==> src/rtl/mips_fetch_if.sv <==
// mips_fetch_if: signal bundle between the fetch stage and its surroundings
// Signals:
//   imem_req_valid/imem_req_ready/imem_addr  word read request to instruction memory
//   imem_rsp_valid/imem_rsp_data              in-order read response
//   redir_valid/redir_pc                      redirect from branch/jump resolution
//   halt                                      stop fetching (sticky until reset)
//   if_valid/if_ready/if_inst/if_pc           head instruction handshake towards decode
//   dcd_op/dcd_funct2/dcd_rt                  pre-split fields of if_inst
//   fetch_fault/fetch_halted                  status
// Modports: master = fetch stage, slave = memory/decode/control side
interface mips_fetch_if;
   logic        imem_req_valid;
   logic        imem_req_ready;
   logic [31:0] imem_addr;
   logic        imem_rsp_valid;
   logic [31:0] imem_rsp_data;
   logic        redir_valid;
   logic [31:0] redir_pc;
   logic        halt;
   logic        if_valid;
   logic        if_ready;
   logic [31:0] if_inst;
   logic [31:0] if_pc;
   logic [5:0]  dcd_op;
   logic [5:0]  dcd_funct2;
   logic [4:0]  dcd_rt;
   logic        fetch_fault;
   logic        fetch_halted;
   modport master (
      output imem_req_valid, imem_addr, if_valid, if_inst, if_pc,
             dcd_op, dcd_funct2, dcd_rt, fetch_fault, fetch_halted,
      input  imem_req_ready, imem_rsp_valid, imem_rsp_data,
             redir_valid, redir_pc, halt, if_ready
   );
   modport slave (
      input  imem_req_valid, imem_addr, if_valid, if_inst, if_pc,
             dcd_op, dcd_funct2, dcd_rt, fetch_fault, fetch_halted,
      output imem_req_ready, imem_rsp_valid, imem_rsp_data,
             redir_valid, redir_pc, halt, if_ready
   );
endinterface

==> src/rtl/mips_fetch.sv <==
// mips_fetch: instruction fetch stage - PC, credit-limited imem reads, instruction FIFO to decode
// Ports:
//   clk    clock
//   rst_b  synchronous reset, active low
//   bus    mips_fetch_if.master: imem request/response, redirect/halt inputs,
//          head instruction with PC and pre-split decode fields, fault/halt status
module mips_fetch #(
   parameter logic [31:0] RESET_PC   = 32'h0040_0000,
   parameter int          IBUF_DEPTH = 4,
   parameter int          MAX_OUTST  = 2
) (
   input logic          clk,
   input logic          rst_b,
   mips_fetch_if.master bus
);
   localparam int AW = $clog2(IBUF_DEPTH);
   localparam int CW = $clog2(IBUF_DEPTH + 1);
   localparam logic [CW-1:0] MAX_O = CW'(MAX_OUTST);
   localparam logic [CW:0]   DEPTH = (CW+1)'(IBUF_DEPTH);
   typedef enum logic [1:0] {RUN, HALT, FAULT} state_t;
   state_t        state, state_nx;
   logic [31:0]   pc;
   logic [31:0]   inst_q [IBUF_DEPTH];
   logic [31:0]   pc_q   [IBUF_DEPTH];
   logic [31:0]   tag_q  [IBUF_DEPTH];
   logic [AW-1:0] wp, rp, tw, tr;
   logic [CW-1:0] count, outst, drop;
   logic [CW:0]   in_use;
   logic          acc, rsp, push, pop;
   // every word in flight has a reserved FIFO slot, so responses never overflow
   assign in_use = {1'b0, outst} + {1'b0, count};
   assign acc    = bus.imem_req_valid && bus.imem_req_ready;
   assign rsp    = bus.imem_rsp_valid;
   // words requested before a redirect are counted in drop and never reach the FIFO
   assign push   = rsp && !bus.redir_valid && drop == '0 && state != FAULT;
   assign pop    = bus.if_valid && bus.if_ready && !bus.redir_valid;
   assign bus.imem_req_valid = rst_b && state == RUN && !bus.redir_valid &&
                               outst < MAX_O && in_use < DEPTH;
   assign bus.imem_addr    = pc;
   assign bus.if_valid     = count != '0;
   assign bus.if_inst      = bus.if_valid ? inst_q[rp] : '0;
   assign bus.if_pc        = bus.if_valid ? pc_q[rp] : '0;
   assign bus.dcd_op       = bus.if_inst[31:26];
   assign bus.dcd_funct2   = bus.if_inst[5:0];
   assign bus.dcd_rt       = bus.if_inst[20:16];
   assign bus.fetch_fault  = state == FAULT;
   assign bus.fetch_halted = state == HALT;
   // a misaligned redirect outranks a simultaneous halt
   always_comb begin
      state_nx = state;
      if (state == RUN)
         state_nx = (bus.redir_valid && bus.redir_pc[1:0] != 2'b00) ? FAULT :
                    bus.halt ? HALT : RUN;
   end
   always_ff @(posedge clk) begin
      if (!rst_b) begin
         state <= RUN;
         pc    <= RESET_PC;
         wp    <= '0;
         rp    <= '0;
         tw    <= '0;
         tr    <= '0;
         count <= '0;
         outst <= '0;
         drop  <= '0;
      end else begin
         state <= state_nx;
         outst <= outst + CW'(acc) - CW'(rsp);
         if (acc) begin
            pc <= pc + 32'd4;
            tw <= tw + AW'(1);
         end
         // the tag FIFO tracks every outstanding request, dropped or not
         if (rsp) tr <= tr + AW'(1);
         if (bus.redir_valid) begin
            pc    <= bus.redir_pc;
            wp    <= '0;
            rp    <= '0;
            count <= '0;
            drop  <= outst - CW'(rsp);
         end else begin
            if (rsp && drop != '0) drop <= drop - CW'(1);
            if (push) wp <= wp + AW'(1);
            if (pop) rp <= rp + AW'(1);
            count <= count + CW'(push) - CW'(pop);
         end
      end
   end
   always_ff @(posedge clk) begin
      if (acc) tag_q[tw] <= pc;
      if (push) begin
         inst_q[wp] <= bus.imem_rsp_data;
         pc_q[wp]   <= tag_q[tr];
      end
   end
endmodule
==> src/flat_wrapper.sv <==
// flat-port wrapper written by rule: the top's interface ports become plain ports
module mips_fetch_flat 
#(
   parameter logic [31:0] RESET_PC   = 32'h0040_0000,
   parameter int          IBUF_DEPTH = 4,
   parameter int          MAX_OUTST  = 2
)
  (clk, rst_b, bus_imem_req_valid, bus_imem_addr, bus_if_valid, bus_if_inst, bus_if_pc, bus_dcd_op, bus_dcd_funct2, bus_dcd_rt, bus_fetch_fault, bus_fetch_halted, bus_imem_req_ready, bus_imem_rsp_valid, bus_imem_rsp_data, bus_redir_valid, bus_redir_pc, bus_halt, bus_if_ready);
  mips_fetch_if bus_i ();
  input logic clk;
  input logic rst_b;
  output wire logic [$bits(bus_i.imem_req_valid)-1:0] bus_imem_req_valid;
  output wire logic [$bits(bus_i.imem_addr)-1:0] bus_imem_addr;
  output wire logic [$bits(bus_i.if_valid)-1:0] bus_if_valid;
  output wire logic [$bits(bus_i.if_inst)-1:0] bus_if_inst;
  output wire logic [$bits(bus_i.if_pc)-1:0] bus_if_pc;
  output wire logic [$bits(bus_i.dcd_op)-1:0] bus_dcd_op;
  output wire logic [$bits(bus_i.dcd_funct2)-1:0] bus_dcd_funct2;
  output wire logic [$bits(bus_i.dcd_rt)-1:0] bus_dcd_rt;
  output wire logic [$bits(bus_i.fetch_fault)-1:0] bus_fetch_fault;
  output wire logic [$bits(bus_i.fetch_halted)-1:0] bus_fetch_halted;
  input wire logic [$bits(bus_i.imem_req_ready)-1:0] bus_imem_req_ready;
  input wire logic [$bits(bus_i.imem_rsp_valid)-1:0] bus_imem_rsp_valid;
  input wire logic [$bits(bus_i.imem_rsp_data)-1:0] bus_imem_rsp_data;
  input wire logic [$bits(bus_i.redir_valid)-1:0] bus_redir_valid;
  input wire logic [$bits(bus_i.redir_pc)-1:0] bus_redir_pc;
  input wire logic [$bits(bus_i.halt)-1:0] bus_halt;
  input wire logic [$bits(bus_i.if_ready)-1:0] bus_if_ready;
  assign bus_imem_req_valid = bus_i.imem_req_valid;
  assign bus_imem_addr = bus_i.imem_addr;
  assign bus_if_valid = bus_i.if_valid;
  assign bus_if_inst = bus_i.if_inst;
  assign bus_if_pc = bus_i.if_pc;
  assign bus_dcd_op = bus_i.dcd_op;
  assign bus_dcd_funct2 = bus_i.dcd_funct2;
  assign bus_dcd_rt = bus_i.dcd_rt;
  assign bus_fetch_fault = bus_i.fetch_fault;
  assign bus_fetch_halted = bus_i.fetch_halted;
  assign bus_i.imem_req_ready = bus_imem_req_ready;
  assign bus_i.imem_rsp_valid = bus_imem_rsp_valid;
  assign bus_i.imem_rsp_data = bus_imem_rsp_data;
  assign bus_i.redir_valid = bus_redir_valid;
  assign bus_i.redir_pc = bus_redir_pc;
  assign bus_i.halt = bus_halt;
  assign bus_i.if_ready = bus_if_ready;
  mips_fetch #(.RESET_PC(RESET_PC), .IBUF_DEPTH(IBUF_DEPTH), .MAX_OUTST(MAX_OUTST)) u_core (.clk(clk), .rst_b(rst_b), .bus(bus_i));
endmodule
==> config.mk <==
export PLATFORM = sky130hd
export DESIGN_NAME = mips_fetch_flat
export DESIGN_NICKNAME = d
export VERILOG_FILES = /design/src/rtl/mips_fetch_if.sv /design/src/rtl/mips_fetch.sv /design/src/flat_wrapper.sv
export SDC_FILE = /design/constraint.sdc
export NUM_CORES = 1
export LEC_CHECK = 0
export BUFFER_PORTS_ARGS = -buffer_cell sky130_fd_sc_hd__buf_2
export CAP_MARGIN = 20
export CORE_AREA = 8 8 264 266
export DETAILED_ROUTE_END_ITERATION = 8
export DIE_AREA = 0 0 272 274
export PLACE_DENSITY_LB_ADDON = 0.3
export SETUP_SLACK_MARGIN = 0.4
export SLEW_MARGIN = 30
export SYNTH_ARGS = -nofsm -noshare
export SYNTH_HDL_FRONTEND = slang
export SYNTH_SLANG_ARGS = --single-unit
==> constraint.sdc <==
create_clock -name clk -period 5.8 [get_ports clk]
set_input_delay 0.29 -clock clk [delete_from_list [all_inputs] [get_ports clk]]
set_output_delay 0.29 -clock clk [all_outputs]
set_load 0.01 [all_outputs]
=== After elaboration in Yosys (flattened, before gate mapping) ===
Memories as Yosys holds them, arrays and structs flattened. A register that Yosys moved wholly into a read port is not among the register bits.
Cells that the tools add are included.

* Add/sub/neg operators: 12
* Multipliers: 0
* Divide/modulo/power cells: 0
* Magnitude comparators: 2
* Eq/ne operators: 3
* Shift-type cells: 0
* Mux-type cells: 18
* Bitwise operators: 1
* Reductions and logical operators: 21

{| class="wikitable"
|+ Operator list
! cell !! number
|-
| 32-bit 2-to-1 mux || 4
|-
| 32-bit by 3-bit adder with 32-bit output, second input constant || 1
|-
| 2-bit 2-to-1 mux || 7
|-
| 1-bit logical AND || 12
|-
| 3-bit by 1-bit subtractor with 3-bit output || 3
|-
| 2-bit by 1-bit adder with 2-bit output, second input constant || 4
|-
| 3-bit by 1-bit adder with 3-bit output || 2
|-
| 3-bit 2-to-1 mux || 2
|-
| 2-bit nonzero test || 3
|-
| 3-bit nonzero test || 2
|-
| 1-bit 2-to-1 mux || 5
|-
| 3-bit by 3-bit adder with 4-bit output || 1
|-
| 4-bit by 3-bit < comparator with 1-bit output, second input constant || 1
|-
| 3-bit zero test || 1
|-
| 3-bit by 2-bit < comparator with 1-bit output, second input constant || 1
|-
| 3-bit by 1-bit subtractor with 3-bit output, second input constant || 1
|-
| 2-bit by 1-bit == test with 1-bit output, second input constant || 1
|-
| 2-bit == test, second input constant || 1
|-
| 2-bit zero test || 1
|-
| 2-bit inequality test, second input constant || 1
|-
| 2-bit OR reduction || 1
|-
| 1-bit zero test || 1
|-
| 1-bit NOT || 1
|}

* Register bits after elaboration: 51
* Latch bits: 0
* Bits in writable memories: 384
* ROM bits: 0
* Input port bits: 71
* Output and inout bits: 117
* Word-level logic and storage cells: 69
* Memories kept: 3

{| class="wikitable"
|+ Memory list
! name !! words !! width !! read ports !! clocked after memory_dff !! write ports !! RTL line !! source
|-
| u_core.inst_q || 4 || 32 || 1 || 1 || 1 || mips_fetch.sv:23 || <nowiki>logic [31:0] inst_q [IBUF_DEPTH];</nowiki>
|-
| u_core.pc_q || 4 || 32 || 1 || 1 || 1 || mips_fetch.sv:24 || <nowiki>logic [31:0] pc_q [IBUF_DEPTH];</nowiki>
|-
| u_core.tag_q || 4 || 32 || 1 || 1 || 1 || mips_fetch.sv:25 || <nowiki>logic [31:0] tag_q [IBUF_DEPTH];</nowiki>
|}

=== Longest topological paths before layout ===
Gate-level depths: netlist of run 1.

* Word-level depth: 8
* Gate-level depth with buffers: 12
* Mapped depth without buffers: 11

=== Least setup slack after synthesis of run 1 ===
No wires, ideal clock.

* Path kind: reg2reg
* Start point: reg u_core.drop[0]
* End point: mem u_core.inst_q[0][0] (enable)
* Library setup time: 0.429 ns
* Data arrival time: 2.694 ns
* Data required time: 5.371 ns
* Slack: 2.677 ns
* Cell stages (with the launch flop): 6
* Path buffers: 0
* Clock period less this slack: 3.123 ns
* Cells stage by stage: dfxtp_1 -> inv_1 -> ha_1 -> nand2b_1 -> nor4b_2 -> and2_1

* Cells in the longest elaborated chain, start to end: 5

{| class="wikitable"
|+ RTL lines
! item !! RTL line !! source
|-
| from (decl) || mips_fetch.sv:27 || <nowiki>logic [CW-1:0] count, outst, drop;</nowiki>
|-
| from (signal assigned) || mips_fetch.sv:80 || <nowiki>drop <= outst - CW'(rsp);</nowiki>
|-
| from (signal assigned) || mips_fetch.sv:82 || <nowiki>if (rsp && drop != '0) drop <= drop - CW'(1);</nowiki>
|-
| 3-bit zero test || mips_fetch.sv:35 || <nowiki>assign push = rsp && !bus.redir_valid && drop == '0 && state != FAULT;</nowiki>
|-
| 1-bit logical AND (2 in series) || mips_fetch.sv:35 ||
|-
| 1-bit 2-to-1 mux || mips_fetch.sv:91 || <nowiki>if (push) begin</nowiki>
|-
| 1-bit 2-to-1 mux (implied by the code) || mips_fetch.sv:92 || <nowiki>inst_q[wp] <= bus.imem_rsp_data;</nowiki>
|-
| to (decl) || mips_fetch.sv:23 ||
|}

Every way passes these cells.

==> results of run 1 <==
kinds of logic (layout without fill, tap and decap cells):
logic type / after synthesis / count (layout) / share of synthesized area
buf+inv: 90 / 372 / 0.0240
fa+ha+maj: 22 / 22 / 0.0166
compound gates: 85 / 85 / 0.0308
flops: 439 / 439 / 0.724
mux: 101 / 101 / 0.127
simple gates: 219 / 219 / 0.0711
xor+xnor: 12 / 12 / 0.00603
critical path: cells and delay by family, from the launching register on:
kind                   cells  cell delay [ns]
buffers and inverters      3             0.91
DFF                        1             0.64
muxes                      1             0.57
and+or+nand+nor            1             0.20
layer usage:
metal | part of all wire | global-route usage | vias to the layer above
met5 | 0 | 0 | -
li1 | - | - | 4307
met3 | 0.060 | 0.0277 | 52
met1 | 0.43 | 0.145 | 4831
met4 | 0.017 | 0.0303 | 0
met2 | 0.49 | 0.194 | 268
area by class of cell:
type,instances,share of cell area
clock buffer,54,0.0600
clock inverter,38,0.0171
inverter,25,0.00437
multi-input combinational,439,0.205
sequential,439,0.589
tap,864,0.0504
timing repair buffer,255,0.0741
power breakdown:
part | leakage [nW] | internal [mW] | switching [mW] | total, mW
logic | 2.58 | 0.206 | 0.262 | 0.469
clock network | 0.807 | 1.91 | 1.25 | 3.16
registers | 3.94 | 3.53 | 0.0731 | 3.61
total | 7.33 | 5.65 | 1.58 | 7.23
cells in the final DEF (no fill, tap or decap), types with 3 or more instances in the layout:
cell type      instances
edfxtp_1             384
buf_2                187
mux4_2                96
and2_1                73
dlygate4sd3_1         53
clkbuf_16             51
dfxtp_1               51
nand2_1               41
nor2_1                26
inv_1                 24
a21oi_1               23
ha_1                  20
a31oi_1               18
clkinv_1              17
o21ai_0               15
nand3_1               14
nand4_1               14
buf_4                 14
and3_1                 9
xnor2_1                8
or3_1                  8
or4_1                  7
bufinv_16              7
clkinv_2               7
a211oi_1               6
o311ai_0               5
o211ai_1               5
and2_4                 4
a311oi_1               4
xor2_1                 4
nor4_1                 4
nor3_1                 4
mux2i_1                3
dfxtp_4                3
inv_6                  3
clkbuf_1               3
per-stage QoR:
stage	instance area (um2)	hold WS (ns)
after CTS	21400	0.000826
after global routing	21500	0.0346
after detailed placement	19300	0.502
final	21500	0.0333
after global placement	19300	0.484
after floorplan	17400	0.389
state kept, by name, indices dropped and copies added, names as in the netlist, named ones only:
register              count
u_core.inst_q           128
u_core.pc_q             128
u_core.tag_q            128
u_core.bus.imem_addr     32
u_core.count              3
u_core.drop               3
u_core.outst              3
u_core.rp                 2
u_core.state              2
u_core.tr                 2
u_core.tw                 2
u_core.wp                 2
final timing paths:
check	startpoint	to	slack (ns)
worst max-delay path	flip-flop	bus_if_pc[27]	2.55
worst min-delay path	bus_redir_pc[6]	u_core.bus.imem_addr[6]$_SDFFE_PN0P_	0.03
worst max register to register	u_core.drop[0]$_SDFFE_PN0P_	u_core.pc_q[3][28]$_DFFE_PP_	2.65
worst min register to register	u_core.tw[1]$_SDFFE_PN0P_	u_core.tw[1]$_SDFFE_PN0P_	0.51
timing repair:
| item | in CTS | in global routing |
|---|---|---|
| setup buffers | 0 | 0 |
| hold endpoints to repair | 149 | 0 |
| hold buffers | 53 | 0 |
==> results.json, run 1 <==
{
  "yosysMostFrequentCell": "edfxtp_1",
  "critical_path.cell_chain": "buf_12 -> buf_4 -> mux4_2 -> and2_1 -> buf_2",
  "critPathRequiredTime_ns": 5.51,
  "setup_viol_count_final": 0,
  "async_flop_share": 0,
  "synth-seq-area-share": 0.724,
  "die_h_um": 274,
  "final.fill_count": 6358,
  "cp.arrival_ns": 2.96,
  "ys_dominant_reg_cell": "edfxtp_1",
  "detail_route.vias_per_cell": 4.47,
  "synth_largest_type_area_fraction": 0.661,
  "detailroute.via_count": 9458,
  "final_cell_count_no_fill": 2114,
  "cts_buffers": 49,
  "floorplan.initialDensity": 0.267,
  "clock_tree_from_tritoncts": "yes",
  "drive_gt1_frac": 0.310,
  "ant_nets": 0,
  "grt_max_degree": 67,
  "post_cts_resized": 0,
  "count_of_flip_flops_with_a_built_in_enable_after_synthesis": 384,
  "io_buffer_count": 187,
  "final.setup.tns_ns": 0,
  "drcViolationCount": 0,
  "place_ws_ns": 2.47,
  "place.gp.congestion": 0.807,
  "dp_hpwl_mm": 26.7,
  "yosysTopAreaCell": "edfxtp_1",
  "grt_remaining_overflow": 0,
  "multi_input_comb_area_um2": 4400,
  "synth.top_cells.by_area": "edfxtp_1 66%, mux4_2 12%, dfxtp_1 6.3%",
  "status": "complete, no violations",
  "final_antenna_diode_count": 0,
  "min_delay_path_depth": 3,
  "synthDistinctLibCells": 50,
  "fmax_mhz": 308,
  "highest_net_fanout_along_the_worst_path": 25,
  "synthesized_net_count": 1061,
  "cell_at_the_slowest_stage_of_the_critical_path": "dfxtp_4",
  "drt-pass1-iter-count": 5,
  "route.detailed.wl_per_inst_um": 20.4,
  "worstSetupPathType": "reg -> out",
  "mappedNetlistArea_um2": 17400,
  "root_buffer": "clkbuf_16",
  "critical-path-max-stage-delay_ns": 0.64,
  "initial_antenna_violation_count": 2,
  "fin_crit_ns": 3.25,
  "final_critical_path_setup_slack_ns": 2.55,
  "flow.area_growth_from_synthesis_pct": 23.1,
  "placedCellCount": 1968,
  "fp-row-count": 94,
  "synth.avg_cell_area_um2": 18.0,
  "htreeDepth": 2,
  "nNetsFinal": 1302,
  "first_global_vias": 10239,
  "layout.core_utilization": 0.329,
  "cts_buffer_depth": 3,
  "maxCapViolCount": 0,
  "finClkSkew_ns": 0.0221,
  "rsz_0062_raised_after_global_routing": "false",
  "worst_slew_margin_rel": 0.355,
  "final_report_max_slew_violation_count": 0,
  "wire_length_of_the_first_global_routing_pass_mm": 65.1,
  "clk_pin_slew_worst_paths_ns": 0.06,
  "power.total_mw": 7.23,
  "pin_count": 188,
  "die_x_um": 272,
  "netlist_instances": 968,
  "hold_path_class": "in -> reg",
  "power.ir.vdd_worst_v": 0.000180,
  "timing.final.hold_violations": 0,
  "core_region_area_um2": 65300,
  "drt_iter0_drc": 614,
  "synthTopCellsByCount": "384 x edfxtp_1, 96 x mux4_2, 77 x and2_1",
  "leakage_component_of_the_power_nw": 7.33,
  "worst_r2r_path_depth": 6,
  "worstSkewPairLatency_ns": 0.57,
  "dieArea_um2": 74500,
  "groute.usage.overall": 0.114,
  "setup.worst_path.start_class": "flip-flop",
  "crit_path_end_kind": "output pin",
  "layout_worst_path_cycle_share": 0.560,
  "seq_area_um2": 12600,
  "synth.ff_latch_count": 439,
  "worst-slew-pin-transition_ns": 0.965,
  "cts.sink_count": 439,
  "pwr_density_cell_nw_per_um2": 337,
  "drt-total-wl_mm": 43.1,
  "yosysWarnings": 0
}
Note: power is estimated with default switching activity, not from simulation.
==> run 2: changes to the inputs <==
Clock period 5.8 ns to 3 ns, I/O delays scaled along.
==> run 2 against run 1 <==
Effect of this change:
- critical endpoint is now u_core.bus.imem_addr[20]$_SDFFE_PN0P_
- largest cell class unchanged
- non-clock buffer count increased by 52
- hold slack improved by 0.034 ns
- critical path depth increased by 4
- power increased by 89%
- clock power increased by 81%
- clock-buffer cell count increased by 11
- clock skew increased by 0.0054 ns
- sequential share of layout area decreased by 1.4 points
- die area unchanged
- critical path type is now reg -> reg
- core utilization increased by 0.80 points
- first-iteration DRC count increased by 2.8%
==> results.json, run 2 (same netlist as run 1, synthesis figures left out) <==
{
  "status": "complete, no violations",
  "fin_crit_ns": 2.40,
  "detailroute.via_count": 9770,
  "initial_antenna_violation_count": 0,
  "clk_pin_slew_worst_paths_ns": 0.06,
  "timing.final.hold_violations": 0,
  "final.setup.tns_ns": 0,
  "leakage_component_of_the_power_nw": 7.56,
  "grt_remaining_overflow": 0,
  "worstSkewPairLatency_ns": 0.57,
  "setup.worst_path.start_class": "flip-flop",
  "worst-slew-pin-transition_ns": 0.712,
  "fmax_mhz": 417,
  "cellInternalPower_mw": 10.6,
  "drt-pass1-iter-count": 5,
  "die_x_um": 272,
  "cts_buffers": 50,
  "seqPwrFrac": 0.508,
  "cp.arrival_ns": 2.89,
  "netSwitchingPower_mw": 3.02,
  "maxCapViolCount": 0,
  "reg.largest.list": "u_core.inst_q (128), u_core.pc_q (128), u_core.tag_q (128)",
  "critPathRequiredTime_ns": 3.49,
  "htreeDepth": 2,
  "pwr_density_cell_nw_per_um2": 622,
  "die_h_um": 274,
  "highest_net_fanout_along_the_worst_path": 20,
  "core_region_area_um2": 65300,
  "swShare": 0.221,
  "rsz_0062_raised_after_global_routing": "false",
  "groute.usage.overall": 0.116,
  "fp-row-count": 94,
  "share_clk_of_total_power": 0.419,
  "root_buffer": "clkbuf_16",
  "nNetsFinal": 1355,
  "combPwrFrac": 0.073,
  "cell_at_the_slowest_stage_of_the_critical_path": "or4_1",
  "power.ir.vdd_worst_v": 0.000384,
  "grt_max_degree": 66,
  "worst_slew_margin_rel": 0.525,
  "mostFrequentLayoutCell": "edfxtp_1",
  "hold_path_class": "in -> reg",
  "drt-total-wl_mm": 43.9,
  "dp_hpwl_mm": 28.4,
  "cts_buffer_depth": 3,
  "finClkSkew_ns": 0.0275,
  "cts.sink_count": 439,
  "place.gp.congestion": 0.768,
  "pin_count": 188,
  "drcViolationCount": 0,
  "worstSetupPathType": "reg -> reg",
  "dieArea_um2": 74500,
  "final_critical_path_setup_slack_ns": 0.599,
  "floorplan.initialDensity": 0.267,
  "drt_iter0_drc": 631,
  "final_report_max_slew_violation_count": 0,
  "clock_tree_from_tritoncts": "yes",
  "place_ws_ns": 0.585,
  "wire_length_of_the_first_global_routing_pass_mm": 66.5,
  "first_global_vias": 10407,
  "route.detailed.wl_per_inst_um": 20.3,
  "critical_path.cell_chain": "inv_1 -> ha_1 -> nor4b_4 -> nand4_2 -> inv_4 -> nand2_1 -> buf_4 -> or4_1 -> a31oi_1",
  "io_buffer_count": 187,
  "flow.area_growth_from_synthesis_pct": 26.1,
  "setup_viol_count_final": 0,
  "ant_nets": 0,
  "layout_common_cells": "384 x edfxtp_1, 187 x buf_2, 96 x mux4_2, 73 x and2_1, 68 x dlygate4sd3_1",
  "crit_path_end_kind": "flip-flop",
  "critical-path-max-stage-delay_ns": 0.51,
  "layout_worst_path_cycle_share": 0.800,
  "drive_gt1_frac": 0.322,
  "detail_route.vias_per_cell": 4.51
}
-- run 2: worst paths after layout --
check        slack (ns)                        from                                     to  depth (start not counted)
max                0.60  u_core.outst[1]$_SDFF_PN0_  u_core.bus.imem_addr[20]$_SDFFE_PN0P_                          9
min                0.07             bus_redir_valid  u_core.bus.imem_addr[13]$_SDFFE_PN0P_                          3
max reg2reg        0.60  u_core.outst[1]$_SDFF_PN0_  u_core.bus.imem_addr[20]$_SDFFE_PN0P_                          9
min reg2reg        0.49   u_core.tw[1]$_SDFFE_PN0P_              u_core.tw[1]$_SDFFE_PN0P_                          2
-- run 2: per-stage QoR --
stage / instance area (um2) / util / power (mW) / hold WS, ns / cells
final: 22000 / 0.337 / 13.7 / 0.0674 / 2165
after global routing: 22000 / 0.337 / 14.2 / 0.0858 / 2164
after detailed placement: 19700 / 0.302 / 8.02 / 0.372 / 2000
after floorplan: 17400 / - / 7.59 / 0.249 / 968
after global placement: 19700 / 0.302 / 8.00 / 0.364 / 2000
after CTS: 22000 / 0.337 / 13.9 / 0.0240 / 2164
-- run 2: area by class of cell --
class / count / area (um2)
Antenna cell: 1 / 2.50
Clock buffer: 65 / 1330
Clock inverter: 25 / 203
Fill cell: 6295 / 43300
Inverter: 25 / 96.3
Multi-Input combinational cell: 439 / 4400
Sequential cell: 439 / 12600
Tap cell: 864 / 1080
Timing Repair Buffer: 307 / 2240
-- run 2: critical path, delay by kind of cell, from the launching register on --
family | cells | cell delay, ns
AO/OA/AOI/OAI | 1 | 0.18
flip-flops | 1 | 0.31
buffers and inverters | 3 | 0.56
adder cells (fa/ha/maj) | 1 | 0.18
AND/OR/NAND/NOR | 4 | 1.11
-- run 2: power groups by stage --
stage                     registers [mW]  logic, mW  clock network, mW
after floorplan                     7.05      0.546                  0
after global placement              7.06      0.940                  0
after detailed placement            7.07      0.950                  0
after CTS                           6.94       1.03               5.93
after global routing                6.96       1.11               6.15
final                               6.94      0.997               5.73
-- run 2: repair_timing --
action                                  CTS  global route
buffers inserted                          6             0
endpoints found under the hold margin   165             0
gates resized for setup                   1             1
hold buffers                             68             0
endpoints found under the setup margin   10             1
-- run 2: layer usage --
metal  vias up  wire length, um  track usage
li1       4413                -            -
met2       282            21600        0.199
met5         -                0            0
met3        65             2570       0.0279
met4         0              810       0.0287
met1      5010            19000        0.148
==> run 3: changes to the inputs <==
Settings changed: ABC_AREA set to 1, CORE_AREA 8 8 264 266 to 8 8 269 271, DIE_AREA 0 0 272 274 to 0 0 277 279.
Clock period 3 ns to 2.5 ns, I/O delays scaled along.
==> run 3 against run 2 <==
Effect of this change:
- non-clock buffer count rose by 17
- critical endpoint is now bus_dcd_op[5]
- power rose by 17%
- critical path type is now reg -> out
- synthesized cell count rose by 71%
==> results.json, run 3 <==
{
  "drive_gt1_frac": 0.197,
  "core_region_area_um2": 68000,
  "ant_nets": 0,
  "finClkSkew_ns": 0.0207,
  "drt_iter0_drc": 939,
  "synth.avg_cell_area_um2": 11.0,
  "netlist_instances": 1656,
  "initial_antenna_violation_count": 0,
  "nNetsFinal": 2023,
  "critical-path-max-stage-delay_ns": 0.43,
  "synth.top_cells.by_area": "edfxtp_1 63%, nor2_1 8.1%, dfxtp_1 6.0%",
  "final_antenna_diode_count": 0,
  "drcViolationCount": 0,
  "drt-pass1-iter-count": 7,
  "min-delay-start": "bus_imem_req_ready",
  "worstReg2RegStart": "u_core.count[2]$_SDFF_PP0_",
  "crit_path_end_kind": "output pin",
  "mostFrequentLayoutCell": "edfxtp_1",
  "flow.area_growth_from_synthesis_pct": 27.9,
  "fp-row-count": 96,
  "floorplan.initialDensity": 0.268,
  "cts_buffers": 45,
  "worst-slew-pin-transition_ns": 0.661,
  "dieArea_um2": 77300,
  "die_h_um": 279,
  "yosysWarnings": 0,
  "dp_hpwl_mm": 31.2,
  "fin_worst_hold_slack_ns": 0.0613,
  "worst_slew_margin_rel": 0.559,
  "htreeDepth": 2,
  "route.detailed.wl_per_inst_um": 17.9,
  "yosysTopAreaCell": "edfxtp_1",
  "power.ir.vdd_worst_v": 0.000339,
  "cp.arrival_ns": 1.98,
  "critPathTopFamily": "buffers and inverters",
  "wire_length_of_the_first_global_routing_pass_mm": 75.8,
  "clk_pin_slew_worst_paths_ns": 0.06,
  "highest_net_fanout_along_the_worst_path": 8,
  "synthDistinctLibCells": 33,
  "final.fill_count": 6776,
  "io_buffer_count": 187,
  "layout_worst_path_cycle_share": 0.840,
  "drt-total-wl_mm": 51.0,
  "synthTopCellsByCount": "394 x nor2_1, 384 x edfxtp_1, 210 x o21ai_0",
  "fmax_mhz": 476,
  "setup_viol_count_final": 0,
  "grt_max_degree": 66,
  "fin_crit_ns": 2.10,
  "rsz_0062_raised_after_global_routing": "true",
  "cts_buffer_depth": 3,
  "worstSkewPairLatency_ns": 0.57,
  "final_report_max_slew_violation_count": 0,
  "worst_path_most_repeated_cell": "nor2_1",
  "synth-seq-area-share": 0.694,
  "ys_dominant_reg_cell": "edfxtp_1",
  "detailroute.via_count": 12868,
  "grt_remaining_overflow": 0,
  "setup.worst_path.start_class": "flip-flop",
  "critPathBufInv": 3,
  "mappedNetlistArea_um2": 18200,
  "root_buffer": "clkbuf_16",
  "critical_path_depth": 7,
  "critical_path.cell_chain": "buf_6 -> buf_12 -> nor2_1 -> nor2_1 -> o21ai_0 -> a21oi_1 -> buf_2",
  "leakage_component_of_the_power_nw": 8.55,
  "maxCapViolCount": 0,
  "reg.largest.list": "u_core.inst_q (128), u_core.pc_q (128), u_core.tag_q (128)",
  "min_delay_path_depth": 3,
  "final.setup.tns_ns": 0,
  "critPathRequiredTime_ns": 2.38,
  "synth.ff_latch_count": 439,
  "first_global_vias": 12549,
  "yosysMostFrequentCell": "nor2_1",
  "cell_at_the_slowest_stage_of_the_critical_path": "dfxtp_4",
  "clock_tree_from_tritoncts": "yes",
  "count_of_flip_flops_with_a_built_in_enable_after_synthesis": 384,
  "async_flop_share": 0,
  "pwr_density_cell_nw_per_um2": 688,
  "cts.sink_count": 439,
  "final_cell_count_no_fill": 2846,
  "timing.final.hold_violations": 0,
  "synth_largest_type_area_fraction": 0.633,
  "worstSetupPathType": "reg -> out",
  "worst_r2r_path_depth": 9,
  "place.gp.congestion": 0.819,
  "status": "complete, no violations",
  "die_x_um": 277,
  "layout_common_cells": "384 x edfxtp_1, 378 x nor2_1, 179 x buf_2, 171 x nand2_1, 144 x o21ai_0",
  "detail_route.vias_per_cell": 4.52,
  "groute.usage.overall": 0.125,
  "pin_count": 188,
  "placedCellCount": 2667,
  "hold_path_class": "in -> reg",
  "synthesized_net_count": 1749
}
==> run 3: changes by cell type in the layout (fill, tap and decap cells not counted), moves of 32 or more <==
cell	delta
a21oi_1	+60
and2_1	-71
inv_1	+58
mux4_2	-96
nand2_1	+130
nand3_1	+34
nor2_1	+352
o21ai_0	+129
o21ai_1	+67
o22ai_1	+32
==> run 3: area by class of cell <==
cell class,count,area (um2),share of cell area
flip-flops and latches,439,12600,0.543
multi-input cells,1027,5000,0.215
repair inverters,1,8.76,0.000376
clock buffers,58,1220,0.0522
clock inverters,23,171,0.00736
repair buffers,324,2770,0.119
well taps,882,1100,0.0474
inverters,92,367,0.0157
==> run 3: through the flow <==
step	worst slack (ns)	area, um2	utilization	power, mW
finish	0.399	23300	0.342	16.0
global route	0.295	23300	0.342	16.7
CTS	0.337	22900	0.337	16.2
detailed placement	0.396	20300	0.299	9.73
global placement	0.405	20300	0.299	9.69
floorplan	0.126	18300	-	9.17
==> run 3: worst paths after layout <==
path,slack [ns],endpoint
max,0.40,bus_dcd_op[5]
min,0.06,u_core.tw[1]$_SDFFE_PN0P_
min reg2reg,0.45,flip-flop
max reg2reg,0.49,u_core.count[2]$_SDFF_PP0_
==> run 3: worst register-to-register path, delay by kind of cell, from the launching register on <==
family | cells | cell delay (ns)
adders and majority gates | 3 | 0.80
xor gates and xnor gates | 2 | 0.34
and+or+nand+nor | 3 | 0.38
buffers and inverters | 1 | 0.04
DFF | 1 | 0.36
==> run 3: cell families after synthesis <==
family	share of synthesized area
xor+xnor	0.00529
simple gates	0.140
compound gates	0.101
fa+ha+maj	0.0159
buf+inv	0.0441
flops	0.694
==> run 3: repair_timing <==
item / in CTS / in global routing
resized for setup: 90 / 73
setup buffers: 13 / 1
setup endpoints to repair: 83 / 325
endpoints found under the hold margin: 178 / 0
gates cloned: 7 / 8
pin swaps: 21 / 28
hold buffers: 69 / 0
==> run 3: power breakdown <==
group | total (mW) | internal [mW] | switching [mW]
clock network | 6.33 | 3.56 | 2.77
registers | 8.35 | 8.20 | 0.147
logic | 1.34 | 0.495 | 0.844
total | 16.0 | 12.3 | 3.76
==> run 3: per-layer routing <==
metal | vias to the layer above | GRT usage | part of all wire
met4 | 0 | 0.0257 | 0.014
met3 | 54 | 0.0230 | 0.051
met2 | 337 | 0.212 | 0.48
met1 | 6194 | 0.167 | 0.45
li1 | 6283 | - | -
met5 | - | 0 | 0
